<file path="src/rtl/io_channels.sv">
// io_channels: responder side of the Core I/O channel bus.
// Holds the output channel registers, returns channel contents on the
// combinational read port, synchronizes external discretes and the DSKY
// keyboard, and queues DSKY display words in a small valid/ready FIFO.
module io_channels #(
   parameter int FIFO_DEPTH  = 4,
   parameter int SYNC_STAGES = 2
) (
   input  logic        clock,
   input  logic        reset_n,
   input  logic [4:0]  IO_read_sel,
   output logic [14:0] IO_read_data,
   input  logic [4:0]  IO_write_sel,
   input  logic [14:0] IO_write_data,
   input  logic        IO_write_en_F,
   input  logic [59:0] ext_in,
   input  logic [4:0]  key_code,
   input  logic        key_strobe,
   output logic [14:0] out_ch11,
   output logic [14:0] out_ch12,
   output logic [14:0] out_ch13,
   output logic [14:0] out_ch14,
   output logic [14:0] dsky_data,
   output logic        dsky_valid,
   input  logic        dsky_ready
);

   localparam int PTR_W = $clog2(FIFO_DEPTH);
   localparam int CNT_W = PTR_W + 1;

   // All asynchronous inputs travel together: {strobe, keycode, discretes}
   logic [SYNC_STAGES-1:0][65:0] async_sync;
   logic [65:0]                  sync_last;
   logic [59:0]                  ext_sync;
   logic [4:0]                   code_sync;
   logic                         strobe_sync;
   logic                         strobe_prev;
   logic                         key_rise;

   logic [14:0] last_word;
   logic [4:0]  keycode;
   logic        key_pending;
   logic        overflow;

   logic [14:0]      fifo_mem [FIFO_DEPTH];
   logic [PTR_W-1:0] rd_ptr;
   logic [PTR_W-1:0] wr_ptr;
   logic [CNT_W-1:0] fifo_count;
   logic             fifo_full;
   logic             fifo_pop;
   logic             fifo_push;
   logic             fifo_drop;
   logic             wr_last;
   logic             clr_key;
   logic             clr_ovf;
   logic [2:0]       count_disp;

   assign sync_last   = async_sync[SYNC_STAGES-1];
   assign ext_sync    = sync_last[59:0];
   assign code_sync   = sync_last[64:60];
   assign strobe_sync = sync_last[65];
   assign key_rise    = strobe_sync & ~strobe_prev;

   assign wr_last = IO_write_en_F && (IO_write_sel == 5'o10);
   assign clr_key = IO_write_en_F && (IO_write_sel == 5'o37) && IO_write_data[0];
   assign clr_ovf = IO_write_en_F && (IO_write_sel == 5'o37) && IO_write_data[1];

   assign fifo_full  = (fifo_count == CNT_W'(FIFO_DEPTH));
   assign dsky_valid = (fifo_count != '0);
   assign fifo_pop   = dsky_valid & dsky_ready;
   assign fifo_push  = wr_last & (~fifo_full | fifo_pop);
   assign fifo_drop  = wr_last & fifo_full & ~fifo_pop;
   assign dsky_data  = dsky_valid ? fifo_mem[rd_ptr] : 15'd0;

   // Multi-stage synchronizer shift chain for all asynchronous inputs
   always_ff @(posedge clock or negedge reset_n) begin
      if (!reset_n) begin
         async_sync <= '0;
      end else begin
         async_sync <= {async_sync[SYNC_STAGES-2:0], {key_strobe, key_code, ext_in}};
      end
   end

   // Output channel registers and the last-word register loaded by Core writes
   always_ff @(posedge clock or negedge reset_n) begin
      if (!reset_n) begin
         out_ch11  <= '0;
         out_ch12  <= '0;
         out_ch13  <= '0;
         out_ch14  <= '0;
         last_word <= '0;
      end else if (IO_write_en_F) begin
         case (IO_write_sel)
            5'o10:   last_word <= IO_write_data;
            5'o11:   out_ch11  <= IO_write_data;
            5'o12:   out_ch12  <= IO_write_data;
            5'o13:   out_ch13  <= IO_write_data;
            5'o14:   out_ch14  <= IO_write_data;
            default: ;
         endcase
      end
   end

   // Keyboard capture on a synchronized strobe rise; a new key beats a clear
   always_ff @(posedge clock or negedge reset_n) begin
      if (!reset_n) begin
         strobe_prev <= 1'b0;
         keycode     <= '0;
         key_pending <= 1'b0;
      end else begin
         strobe_prev <= strobe_sync;
         if (key_rise) begin
            key_pending <= 1'b1;
            keycode     <= code_sync;
         end else if (clr_key) begin
            key_pending <= 1'b0;
         end
      end
   end

   // Sticky overflow flag, set when a display word is dropped
   always_ff @(posedge clock or negedge reset_n) begin
      if (!reset_n) begin
         overflow <= 1'b0;
      end else if (fifo_drop) begin
         overflow <= 1'b1;
      end else if (clr_ovf) begin
         overflow <= 1'b0;
      end
   end

   // FIFO pointers and occupancy; pointers wrap naturally at the power-of-two depth
   always_ff @(posedge clock or negedge reset_n) begin
      if (!reset_n) begin
         rd_ptr     <= '0;
         wr_ptr     <= '0;
         fifo_count <= '0;
      end else begin
         if (fifo_push) wr_ptr <= wr_ptr + 1'b1;
         if (fifo_pop)  rd_ptr <= rd_ptr + 1'b1;
         case ({fifo_push, fifo_pop})
            2'b10:   fifo_count <= fifo_count + 1'b1;
            2'b01:   fifo_count <= fifo_count - 1'b1;
            default: ;
         endcase
      end
   end

   // FIFO storage; contents need no reset since the count gates visibility
   always_ff @(posedge clock) begin
      if (fifo_push) fifo_mem[wr_ptr] <= IO_write_data;
   end

   // Status count field saturates at 7 for deeper queues
   always_comb begin
      count_disp = 3'(fifo_count);
      if (32'(fifo_count) > 32'd7) count_disp = 3'd7;
   end

   // Side-effect-free channel read mux over registered state
   always_comb begin
      IO_read_data = 15'd0;
      case (IO_read_sel)
         5'o10:   IO_read_data = last_word;
         5'o11:   IO_read_data = out_ch11;
         5'o12:   IO_read_data = out_ch12;
         5'o13:   IO_read_data = out_ch13;
         5'o14:   IO_read_data = out_ch14;
         5'o15:   IO_read_data = {10'b0, keycode};
         5'o30:   IO_read_data = ext_sync[14:0];
         5'o31:   IO_read_data = ext_sync[29:15];
         5'o32:   IO_read_data = ext_sync[44:30];
         5'o33:   IO_read_data = ext_sync[59:45];
         5'o37:   IO_read_data = {10'b0, count_disp, overflow, key_pending};
         default: IO_read_data = 15'd0;
      endcase
   end

endmodule

</file>
<file path="config.mk">
export PLATFORM = sky130hd
export DESIGN_NAME = io_channels
export DESIGN_NICKNAME = d
export VERILOG_FILES = /design/src/rtl/io_channels.sv
export SDC_FILE = /design/constraint.sdc
export NUM_CORES = 1
export LEC_CHECK = 0
export CAP_MARGIN = 25
export CORE_ASPECT_RATIO = 0.8
export CORE_MARGIN = 10
export CORE_UTILIZATION = 35
export DETAILED_ROUTE_END_ITERATION = 10
export PLACE_DENSITY = 0.62
export SLEW_MARGIN = 5
export SYNTH_ARGS = -nofsm -noshare
export SYNTH_HDL_FRONTEND = slang
export SYNTH_SLANG_ARGS = --single-unit
</file>
<file path="constraint.sdc">
create_clock -name clock -period 5.56 [get_ports clock]
set_clock_uncertainty 0.05 [all_clocks]
set_input_delay 0.556 -clock clock [delete_from_list [all_inputs] [get_ports clock]]
set_output_delay 0.556 -clock clock [all_outputs]
set_load 0.01 [all_outputs]
</file>
# == Word level (Yosys, flattened, before mapping) ==
# Memories as Yosys holds them, arrays and structs flattened.
# Index checks and enable logic that the tools add are counted.
# word_totals
ff_bits,222
latchBits,0
ramBits,60
mem_bits_ro,0
in_bits,95
out_inout_bits,91
elab_cells,70
n_memories,1
# op_classes
add_sub_neg,4
mul,0
div,0
order_cmp,0
n_eq_ne,20
shifts,0
n_mux,9
bitwise,9
reduce_logical,13
# memory_table
name,depth,width,rd,rd_clocked_by_memory_dff,write_ports,line_no,rtl
fifo_mem,4,15,1,0,1,45,logic [14:0] fifo_mem [FIFO_DEPTH];
# ops
operator,count
case mux 15 bit (11 select lines),1
"== test 5 x 4 -> 1 bit, second input constant",11
"== test 5 bit, second input constant",6
two-way mux 15 bit,1
AND reduction 2 bit,5
two-way mux 1 bit,6
case mux 3 bit (2 select lines),1
nonzero test 2 bit,3
bitwise AND 1 bit,5
"adder 2 x 1 -> 2 bit, second input constant",2
logical AND 1 bit,4
"adder 3 x 1 -> 3 bit, second input constant",1
"== test 3 bit, second input constant",1
NOT 1 bit,3
nonzero test 3 bit,1
"subtractor 3 x 1 -> 3 bit, second input constant",1
"== test 2 x 1 -> 1 bit, second input constant",1
"== test 2 bit, second input constant",1
bitwise OR 1 bit,1

# == Depth between registers and ports, before layout ==
# Gate-level depths: netlist of run 1.
# depth
word_depth,6
ltp_mapped,11
ltp_nobuf,8

# == Worst setup path before layout of run 1 ==
# OpenSTA, ideal clock, no wires.
# synth_timing
path_type,input port to flip-flop
start,input IO_write_sel[4]
end,"register fifo_count[2], in the netlist count_disp[2]"
setup_ps,126
arrival_ps,2577
required_ps,5384
path_slack_ps,2807
stages,11
n_path_buf,3
path_cell_list,and4bb_1 buf_6 nand2_1 buf_4 clkbuf_1 nand3_1 fa_1 o21ai_0 nor2_1 mux2_2 a221o_1
# synth_via
elab_chain_len,5
word_cells_on_any_way,7
classes_between,eq/ne (3); mux (1); bitwise (1); reduce/logical (2)
# synth_rtl
element,line_no,rtl
from (decl),13,"input logic [4:0] IO_write_sel,"
== test 5 x 4 -> 1 bit (*),64,assign wr_last = IO_write_en_F && (IO_write_sel == 5'o10);
logical AND 1 bit (*),64,
bitwise AND 1 bit (*),71,assign fifo_push = wr_last & (~fifo_full | fifo_pop);
== test 2 x 1 -> 1 bit / == test 2 bit (equally long branches),141,"case ({fifo_push, fifo_pop})"
case mux 3 bit (2 select lines) / nonzero test 2 bit (equally long branches),n/a,
to (signal assigned),142,2'b10: fifo_count <= fifo_count + 1'b1;
to (signal assigned),143,2'b01: fifo_count <= fifo_count - 1'b1;
to (decl),48,logic [CNT_W-1:0] fifo_count;
# Every way passes the cells marked *; elsewhere a longest branch is shown, timed or not.
# A chain may end at the register's enable or synchronous reset.

# == Worst setup path after layout of run 1 ==
# layout_timing
start,input IO_read_sel[3]
end,output IO_read_data[5]
# layout_via
elab_chain_len,2
word_cells_on_any_way,12
classes_between,eq/ne (11); mux (1)
# layout_rtl
element,line_no,rtl
from (decl),11,"input logic [4:0] IO_read_sel,"
== test 5 bit / == test 5 x 4 -> 1 bit (equally long branches),163,case (IO_read_sel)
case mux 15 bit (11 select lines) (*),163,
to (decl),12,"output logic [14:0] IO_read_data,"
# Marks and branches as above.

==> results of run 1 <==
==> placed cells by master, fill, tap and decap left out, types with 5 or more instances in the layout <==
cell,count
inv_1,5
and3_1,66
nor2_1,9
edfxtp_1,60
nand2_1,52
mux2_2,47
nand3_1,19
a221oi_1,5
nand4_1,10
mux4_2,15
a2111oi_0,20
and2_1,25
a22oi_1,18
clkbuf_8,7
clkbuf_16,30
buf_4,9
mux2_4,20
dfrtp_1,222
clkdlybuf4s50_1,184
==> metrics by stage <==
| stage | instance area (um^2) | hold WS, ps |
|---|---|---|
| after floorplan | 10400 | 210 |
| after global placement | 12600 | 284 |
| after detailed placement | 12600 | 285 |
| after CTS | 13700 | 11.0 |
| after global routing | 13700 | 35.4 |
| final | 13700 | -31.5 |
==> area by class of cell <==
type | instances | area, um^2
tap | 377 | 472
clock buffer | 41 | 866
fill | 2578 | 15600
sequential | 282 | 7360
inverter | 5 | 18.8
clock inverter | 13 | 190
antenna | 1 | 2.50
multi-input combinational | 349 | 2850
timing repair buffer | 195 | 1950
==> sequential cells by signal, indices dropped and copies added, names as in the netlist <==
name         count
out_ch12        15
out_ch14        15
count_disp       3
async_sync      66
rd_ptr           2
strobe_prev      1
overflow         1
keycode          5
last_word       15
sync_last       66
key_pending      1
wr_ptr           2
fifo_mem        60
out_ch11        15
out_ch13        15
==> worst paths after layout <==
path	start	end	slack, ps
max	IO_read_sel[3]	IO_read_data[5]	1640
max in group asynchronous	reset_n	async_sync[39]$_DFF_PN0_	4150
max reg2reg	count_disp[1]$_DFFE_PN0P_	count_disp[2]$_DFFE_PN0P_	2830
min reg2reg	async_sync[48]$_DFF_PN0_	sync_last[48]$_DFF_PN0_	290
min	reset_n	async_sync[63]$_DFF_PN0_	-30
min in group clock	async_sync[48]$_DFF_PN0_	sync_last[48]$_DFF_PN0_	290
==> metal layers <==
metal  vias up  wire length [um]  track usage [%]
met2       227             12900             23.3
met3        41              2290             4.48
met5         -                 0                0
met1      3235             13200             21.4
met4         0               578             3.50
li1       2849                 -                -
==> cells in the mapped netlist (9+ instances only) <==
library cell / instances
and2_1: 25
a2111oi_0: 20
nand4_1: 10
nand2_1: 52
mux2_2: 47
mux4_2: 15
a22oi_1: 18
and3_1: 66
nand3_1: 19
dfrtp_1: 222
mux2_4: 20
clkbuf_1: 22
nor2_1: 9
edfxtp_1: 60
buf_2: 10
==> power breakdown <==
| group | switching [mW] | internal [mW] |
|---|---|---|
| Combinational | 0.451 | 0.637 |
| Sequential | 0.188 | 2.30 |
| Clock | 0.822 | 1.28 |
==> cells by family (layout without fill, tap and decap cells) <==
logic type	after synthesis	count (layout)	share of synthesized area, %
AOI/OAI and AO/OA	61	61	4.65
xor gates and xnor gates	4	4	0.336
adders and majority gates	5	5	0.672
buffers and inverters	43	254	2.15
DFF	282	282	70.6
muxes	82	82	11.2
other	0	1	0
and+or+nand+nor	197	197	10.4
==> metrics.md, run 1 <==
| Metric | Value |
|---|---|
| Outcome | finished, violations left |
| Violated checks | negative hold slack |
| Post-CTS setup buffer count | 0 |
| Pre-Repair DR Iteration Count | 5 |
| Most used cell, CP | clkdlybuf4s50_1 |
| Gr ovfl total | 0 |
| Final setup vio count | 0 |
| Slowest stage delay, CP | 750 ps |
| Post-synth top area share | 53.3% |
| Largest cells by area after synthesis | dfrtp_1, edfxtp_1, mux2_2 |
| Vias in the first global route | 6,803 |
| Avg Vias per Cell | 5.03 |
| Clk root buf | clkbuf_16 |
| DP Worst Slack | 1650 ps |
| Vias | 6,352 |
| CP delay by family, top | buffers and inverters |
| Leak | 5.90 nW |
| Inst Count DP | 1,207 |
| Post-synth EDFFs | 60 |
| Crit end category | output port |
| Seq cells post-synth | 282 |
| Buffers & Inverters on Critical Path | 3 |
| Hold WC Path Type | input pin to asynchronous set/reset pin |
| Fin crit share | 70.6% |
| CP Depth | 7 |
| Setup TNS Final | 0 ps |
| Max Root-Sink Buffers | 3 |
| Worst setup path category | input pin to output port |
| Final std cells w/o fill | 1,263 |
| Syn_nets | 774 |
| CTS tree | yes |
| Initial core utilization | 35.5% |
| First-pass GRT wire length | 43,800 um |
| Fin nets | 962 |
| Die H | 174 um |
| Startpoint Class | input pin |
| R2R depth | 8 |
| Cells after Synth | 674 |
| Peak supply drop | 243 uV |
| Main synth FF type | dfrtp_1 |
| Unique masters post-synth | 45 |
| Hold WS | -31.5 ps |
| Row Count | 56 |
| Pwr/cell area | 414 nW/um^2 |
| Slowest-stage cell, CP | nor3b_4 |
| Sequential area share after synthesis | 70.6% |
| Reg clk slew, reported paths | 60 ps |
| Antenna Violating Nets Remaining | 0 |
| Fmax | 255 MHz |
| Power consumption | 5.67 mW |
| Mapped Area | 10,400 um^2 |
| Fin. max-slew vios | 0 |
| Initial antenna violation count | 1 |
| Syn_area_per_cell | 15.5 um^2 |
| CTS Sinks | 282 |
| Die W | 213 um |
| Unrepaired setup endpoints after global routing | no |
| First-iteration detailed-routing DRC count | 489 |
| Worst endpoint required time | 4950 ps |
| Measured slew at the worst slew-check pin | 908 ps |
| CTS Hold Buffers Added | 0 |
| Overall Global Routing Usage | 15.4% |
| Largest net degree at the start of global routing | 102 |
| DIE AREA | 37,100 um^2 |
| Post-CTS sizing | 0 |
| H-Tree Depth | 1 |
| Total I/O pin count | 186 |
| Hold Vio Cnt, Final | 26 |
| WL per Instance | 22.9 um |
| Worst skew pair latency | 570 ps |
| Core Box Area | 29,400 um^2 |
| Max FO, Critical Path | 35 |
| Clock buffer count from CTS | 29 |
| Share of post-route cells with drive strength above 1 | 16.8% |
| Yosys top cell by area | dfrtp_1 |
| Util after Layout | 46.7% |
| Slew margin rel. | 39.3% |
| Max-cap violations | 0 |
| Drt total wl | 28,900 um |
| Yosys warnings | 0 |
| Port buffer count | 185 |
| Asr flop ratio synth | 78.7% |
| Drt drc | 0 |
| Crit path DAT | 3320 ps |
| Critical path cell sequence | clkdlybuf4s50_1 > nor3b_4 > buf_4 > and3_1 > a2111oi_0 > nand4_1 > clkdlybuf4s50_1 |
| Area delta synth->final | 31.5% |
| Minimum clock period | 3920 ps |
| HPWL after DPL | 20,100 um |
| GPL Wtd Cong | 0.861 |
| PnR worst setup slack | 1640 ps |
Note: power is estimated with default switching activity, not from simulation.
==> run 2, diff against run 1 <==
==> constraint.sdc (replaced) <==
create_clock -name clock -period 3.97 [get_ports clock]
set_clock_uncertainty 0.05 [all_clocks]
set_input_delay 0.397 -clock clock [delete_from_list [all_inputs] [get_ports clock]]
set_output_delay 0.397 -clock clock [all_outputs]
set_load 0.01 [all_outputs]
==> run 2 against run 1 <==
Against the previous run:
- the flow now finishes without violations
- die area stayed put
- sequential share of layout area is 0.093 points higher
- sequential power is 40% higher
- combinational power is 39% higher
- clock power is 28% higher
- flip-flop and latch count stayed put
- power is 35% higher
- wire length is 0.95% lower
- final cell count is 0.63% higher
- critical endpoint is now IO_read_data[3]
==> metrics.md, run 2 (synthesized netlist as in run 1, its figures left out) <==
| Metric | Value |
|---|---|
| Max Root-Sink Buffers | 3 (unchanged) |
| Seq pwr share | 45.4% (+1.5 points) |
| Post-CTS setup buffer count | 0 (unchanged) |
| Minimum clock period | 3480 ps |
| Post-CTS sizing | 0 (unchanged) |
| Die W | 213 um (unchanged) |
| Max-cap violations | 0 (unchanged) |
| RR Endpoint | count_disp[2]$_DFFE_PN0P_ |
| Avg Vias per Cell | 5.05 (+0.39%) |
| Worst hold start | ext_in[38] |
| Hold WC Path Type | input pin to flip-flop |
| Slowest stage delay, CP | 590 ps (-160 ps) |
| Row Count | 56 (unchanged) |
| Drt total wl | 28,600 um (-0.95%) |
| DIE AREA | 37,100 um^2 (unchanged) |
| Fin nets | 971 (+0.94%) |
| Pre-Repair DR Iteration Count | 5 (unchanged) |
| HPWL after DPL | 20,500 um (+2.2%) |
| Total I/O pin count | 186 (unchanged) |
| WL per Instance | 22.5 um (-1.6%) |
| Initial antenna violation count | 3 (+2) |
| Power consumption | 7.68 mW (+35%) |
| Vias in the first global route | 6,570 (-3.4%) |
| GPL Wtd Cong | 0.872 (+1.3%) |
| CP delay by family, top | buffers and inverters |
| CTS tree | yes |
| Leak | 5.89 nW (about the same) |
| Util after Layout | 46.6% (-0.081 points) |
| Crit end category | output port |
| Area delta synth->final | 31.3% |
| Reg area | 7360 um^2 (unchanged) |
| Antenna Violating Nets Remaining | 0 (unchanged) |
| Max FO, Critical Path | 13 (-63%) |
| Internal power | 5.67 mW (+35%) |
| Final Cell Area | 13,700 um^2 (-0.17%) |
| First-iteration detailed-routing DRC count | 438 (-10%) |
| Filler instances | 2,574 (-0.16%) |
| Final setup vio count | 0 (unchanged) |
| Fmax | 288 MHz |
| Worst endpoint required time | 3520 ps (-1430 ps) |
| Inst Count DP | 1,216 (+0.75%) |
| Multi-input gate area | 2850 um^2 (unchanged) |
| Comb pwr share | 19.6% (+0.4 points) |
| Pwr/cell area | 561 nW/um^2 (+36%) |
| CTS Sinks | 282 (unchanged) |
| Most used cell, CP | clkdlybuf4s50_1 |
| Clock power frac | 35.0% (-2.0 points) |
| Initial core utilization | 35.5% (unchanged) |
| Hold EP | async_sync[38]$_DFF_PN0_ |
| Clock buffer count from CTS | 29 (unchanged) |
| Reg clk slew, reported paths | 60 ps (about the same) |
| First-pass GRT wire length | 43,300 um (-1.1%) |
| Outcome | finished, final reports clean |
| H-Tree Depth | 1 (unchanged) |
| Cell Area, Placed | 12,700 um^2 (+0.69%) |
| Largest net degree at the start of global routing | 109 (+6.9%) |
| Worst skew pair latency | 560 ps (about the same) |
| Sw frac | 26.2% (+0.43 points) |
| Final std cells w/o fill | 1,271 (+0.63%) |
| Port buffer count | 185 (unchanged) |
| Core Box Area | 29,400 um^2 (unchanged) |
| Psw | 2.01 mW (+38%) |
| Fin. max-slew vios | 0 (unchanged) |
| Hold Path Depth | 1 |
| Hold Vio Cnt, Final | 0 (-100%) |
| Overall Global Routing Usage | 15.3% (-0.14 points) |
| Commonest non-fill, non-tap cell in the layout | dfrtp_1 |
| Setup TNS Final | 0 ps (unchanged) |
| Peak supply drop | 323 uV (+33%) |
| Clk root buf | clkbuf_16 |
| FF-to-FF Start | count_disp[1]$_DFFE_PN0P_ |
| Buffers & Inverters on Critical Path | 2 (-1) |
| Drt drc | 0 (unchanged) |
| Crit path DAT | 3030 ps (-290 ps) |
| Vias | 6,417 (+1.0%) |
| Slew margin rel. | 46.9% (+7.6 points) |
| Startpoint Class | input pin |
| Gr ovfl total | 0 (unchanged) |
| Slowest-stage cell, CP | a2111oi_0 |
| Critical path cell sequence | clkdlybuf4s50_1 > and3b_1 > and2_1 > a2111oi_0 > nand3_1 > clkdlybuf4s50_1 |
| R2R depth | 8 (unchanged) |
| Share of post-route cells with drive strength above 1 | 16.9% (+0.073 points) |
| Most frequent cells in the layout | dfrtp_1, clkdlybuf4s50_1, and3_1 |
| Worst setup path category | input pin to output port |
| Worst reg-to-reg setup slack | 1350 ps (-1480 ps) |
| Unrepaired setup endpoints after global routing | no |
| Die H | 174 um (unchanged) |
| Fin crit share | 87.5% |
| Measured slew at the worst slew-check pin | 796 ps (-112 ps) |
==> run 2: power by group through the flow <==
stage / sequential (mW) / combinational [mW] / clock, mW
final: 3.49 / 1.51 / 2.69
after floorplan: 3.46 / 0.707 / 0
after detailed placement: 3.53 / 1.54 / 0
after global routing: 3.52 / 1.64 / 2.88
after CTS: 3.48 / 1.54 / 2.76
after global placement: 3.54 / 1.52 / 0
==> run 2: what timing repair did <==
| action | in CTS | in global routing |
|---|---|---|
| endpoints found under the hold margin | 105 | 0 |
| hold buffers | 1 | 0 |
| endpoints found under the setup margin | 0 | 0 |
==> run 2: through the flow <==
step                setup slack (ps)  hold slack, ps
finish                           495             223
global route                     376             208
CTS                              527             204
detailed placement               548             285
global placement                 561             284
floorplan                       1380            51.4
==> run 2: worst reg2reg max path: stages (launching register included) <==
cell,delay [ps]
dfrtp_1,500
inv_1,160
nand3_1,520
nand3_1,170
fa_1,430
o21ai_0,90
nor2_1,50
mux2_2,260
a221o_1,290
==> run 2: worst max path at each step <==
stage / from / end / slack (ps) / cells past startpoint
detailed placement: IO_read_sel[1] / IO_read_data[5] / 550 / 6
CTS: IO_read_sel[1] / IO_read_data[5] / 530 / 6
floorplan: IO_write_sel[4] / count_disp[2]$_DFFE_PN0P_ / 1380 / 11
global route: IO_read_sel[2] / IO_read_data[5] / 380 / 6
global placement: IO_read_sel[2] / IO_read_data[5] / 560 / 6
finish: IO_read_sel[2] / IO_read_data[3] / 490 / 6
==> run 2: metal layers <==
| metal | part of all wire, % | up-vias | track usage, % |
|---|---|---|---|
| li1 | - | 2859 | - |
| met1 | 46 | 3264 | 21.8 |
| met2 | 43 | 237 | 21.9 |
| met3 | 8.8 | 53 | 5.00 |
| met4 | 2.3 | 4 | 3.62 |
| met5 | 0.080 | - | 0 |
==> run 2: area by class of cell <==
class | instances | area share (%)
sequential | 282 | 53.7
multi-input combinational | 349 | 20.9
timing repair buffer | 204 | 14.8
clock buffer | 44 | 6.31
tap | 377 | 3.45
clock inverter | 9 | 0.722
inverter | 5 | 0.137
antenna | 1 | 0.0183
==> run 3, diff against run 2 <==
--- a/config.mk
+++ b/config.mk
@@ -9,6 +9,7 @@
 export CORE_ASPECT_RATIO = 0.8
 export CORE_MARGIN = 10
 export CORE_UTILIZATION = 35
+export CTS_BUF_LIST = sky130_fd_sc_hd__clkbuf_8
 export DETAILED_ROUTE_END_ITERATION = 10
 export PLACE_DENSITY = 0.62
 export SLEW_MARGIN = 5
==> run 3 against run 2 <==
Against the previous run:
- maximum frequency down 0.32%
- core utilization down 0.15 points
- power down 2.6%
- first-iteration DRC count up 12%
- hold slack worse by 4.8 ps
- flip-flop and latch count unchanged
- combinational power about the same
- clock power down 7.4%
- critical path type unchanged
==> metrics.md, run 3 (synthesized netlist as in run 1, its figures left out) <==
| Metric | Value |
|---|---|
| Overall Global Routing Usage | 15.6% (+0.33 points) |
| Vias in the first global route | 6,756 (+2.8%) |
| Commonest non-fill, non-tap cell in the layout | dfrtp_1 |
| Pwr/cell area | 549 nW/um^2 (-2.3%) |
| Area delta synth->final | 30.9% |
| Drt total wl | 28,900 um (+1.1%) |
| Fin crit share | 87.8% (+0.29 points) |
| Minimum clock period | 3490 ps (+11.3 ps) |
| Gr ovfl total | 0 (unchanged) |
| Fmax | 287 MHz (-0.32%) |
| Share of post-route cells with drive strength above 1 | 18.5% (+1.6 points) |
| H-Tree Depth | 2 (+1) |
| Row Count | 56 (unchanged) |
| Slowest-stage cell, CP | and2_1 |
| Clock buffer count from CTS | 47 (+62%) |
| Initial core utilization | 35.5% (unchanged) |
| Avg Vias per Cell | 5.00 (-0.92%) |
| Outcome | finished, final reports clean |
| Largest net degree at the start of global routing | 109 (unchanged) |
| Drt drc | 0 (unchanged) |
| Fin nets | 989 (+1.9%) |
| Reg area | 7360 um^2 (unchanged) |
| Filler instances | 2,621 (+1.8%) |
| Multi-input gate area | 2850 um^2 (unchanged) |
| HPWL after DPL | 20,500 um (unchanged) |
| Most used cell, CP | clkdlybuf4s50_1 |
| First-pass GRT wire length | 44,000 um (+1.6%) |
| Antenna Violating Nets Remaining | 0 (unchanged) |
| Hold WC Path Type | input pin to flip-flop |
| Slew margin rel. | 47.1% (+0.17 points) |
| Hold Vio Cnt, Final | 0 (unchanged) |
| Most frequent cells in the layout | dfrtp_1, clkdlybuf4s50_1, and3_1 |
| Inst Count DP | 1,216 (unchanged) |
| Max FO, Critical Path | 13 (unchanged) |
| Max-cap violations | 0 (unchanged) |
| Buffers & Inverters on Critical Path | 2 (unchanged) |
| Worst endpoint required time | 3520 ps (about the same) |
| Startpoint Class | input pin |
| CTS Sinks | 282 (unchanged) |
| DIE AREA | 37,100 um^2 (unchanged) |
| Peak supply drop | 344 uV (+6.5%) |
| CTS tree | yes |
| Critical path cell sequence | clkdlybuf4s50_1 > and3b_1 > and2_1 > a2111oi_0 > nand4_1 > clkdlybuf4s50_1 |
| First-iteration detailed-routing DRC count | 489 (+12%) |
| Measured slew at the worst slew-check pin | 793 ps (-2.58 ps) |
| Clk root buf | clkbuf_8 |
| Post-CTS sizing | 0 (unchanged) |
| Port buffer count | 185 (unchanged) |
| Die W | 213 um (unchanged) |
| Core Box Area | 29,400 um^2 (unchanged) |
| Setup TNS Final | 0 ps (unchanged) |
| GPL Wtd Cong | 0.872 (unchanged) |
| Worst skew pair latency | 570 ps (about the same) |
| CP delay by family, top | simple AND/OR/NAND/NOR gates |
| Leak | 5.95 nW (+1.0%) |
| Final std cells w/o fill | 1,302 (+2.4%) |
| Crit path DAT | 3040 ps (about the same) |
| Worst setup path category | input pin to output port |
| Reg clk slew, reported paths | 60 ps (about the same) |
| Crit end category | output port |
| Slowest stage delay, CP | 670 ps (+80 ps) |
| Unrepaired setup endpoints after global routing | no |
| Pre-Repair DR Iteration Count | 4 (-1) |
| Vias | 6,513 (+1.5%) |
| Fin. max-slew vios | 0 (unchanged) |
| Final setup vio count | 0 (unchanged) |
| Initial antenna violation count | 3 (unchanged) |
| Die H | 174 um (unchanged) |
| Max Root-Sink Buffers | 3 (unchanged) |
| Total I/O pin count | 186 (unchanged) |
| WL per Instance | 22.2 um (-1.3%) |
run 3: cell types whose count changed in the layout (fill, tap and decap cells not counted):
cell       delta
inv_16        -1
clkinv_2      +5
clkbuf_8     +47
clkinv_1      +4
bufinv_16     +1
clkinv_4      -2
clkbuf_16    -30
clkbuf_1      -8
inv_1        +15
run 3: cell type report:
type | count | area share [%]
inverters | 5 | 0.138
diodes | 1 | 0.0183
clock inverters | 31 | 1.38
repair buffers | 204 | 14.8
well taps | 377 | 3.46
multi-input cells | 349 | 20.9
clock buffers | 53 | 5.35
flip-flops and latches | 282 | 53.9
run 3: repair_timing:
item,in CTS,in global routing
hold buffers,1,0
endpoints found under the hold margin,105,0
buffers inserted,0,0
run 3: per-stage QoR:
stage / total power [mW] / hold WS, ps / setup WS (ps) / util [%] / area (um^2)
final: 7.48 / 219 / 483 / 46.5 / 13600
after global routing: 7.88 / 183 / 382 / 46.5 / 13600
after CTS: 7.61 / 184 / 533 / 46.5 / 13600
after detailed placement: 5.07 / 285 / 548 / 43.3 / 12700
after global placement: 5.06 / 284 / 561 / 43.3 / 12700
after floorplan: 4.16 / 51.4 / 1380 / - / 10400
run 3: worst paths after layout:
kind                                            from                         to  slack (ps)  cells past startpoint
min                                        ext_in[0]    async_sync[0]$_DFF_PN0_         220                      1
max reg2reg                count_disp[1]$_DFFE_PN0P_  count_disp[2]$_DFFE_PN0P_        1330                      8
max in group asynchronous                    reset_n    async_sync[7]$_DFF_PN0_        2530                      3
max                                   IO_read_sel[1]            IO_read_data[5]         480                      6
min in group asynchronous                    reset_n   async_sync[62]$_DFF_PN0_         430                      2
min reg2reg                 async_sync[35]$_DFF_PN0_    sync_last[35]$_DFF_PN0_         290                      0
run 3: power breakdown:
group          switching, mW  leakage, nW  internal, mW
sequential             0.261         3.22          3.22
combinational          0.634         2.20         0.874
clock                   1.14        0.531          1.35
total                   2.03         5.95          5.45
run 3: per-layer routing:
layer	global-route usage, %	up-vias	wire [um]
li1	-	2912	-
met1	22.0	3298	13200
met2	21.9	243	12400
met3	5.72	56	2640
met4	4.66	4	610
met5	0	-	23
run 3: worst reg2reg max path, stage by stage, from the launching register on:
cell,delay [ps]
dfrtp_1,510
inv_1,160
nand3_1,520
nand3_1,170
fa_1,430
o21ai_0,90
nor2_1,50
mux2_2,260
a221o_1,290
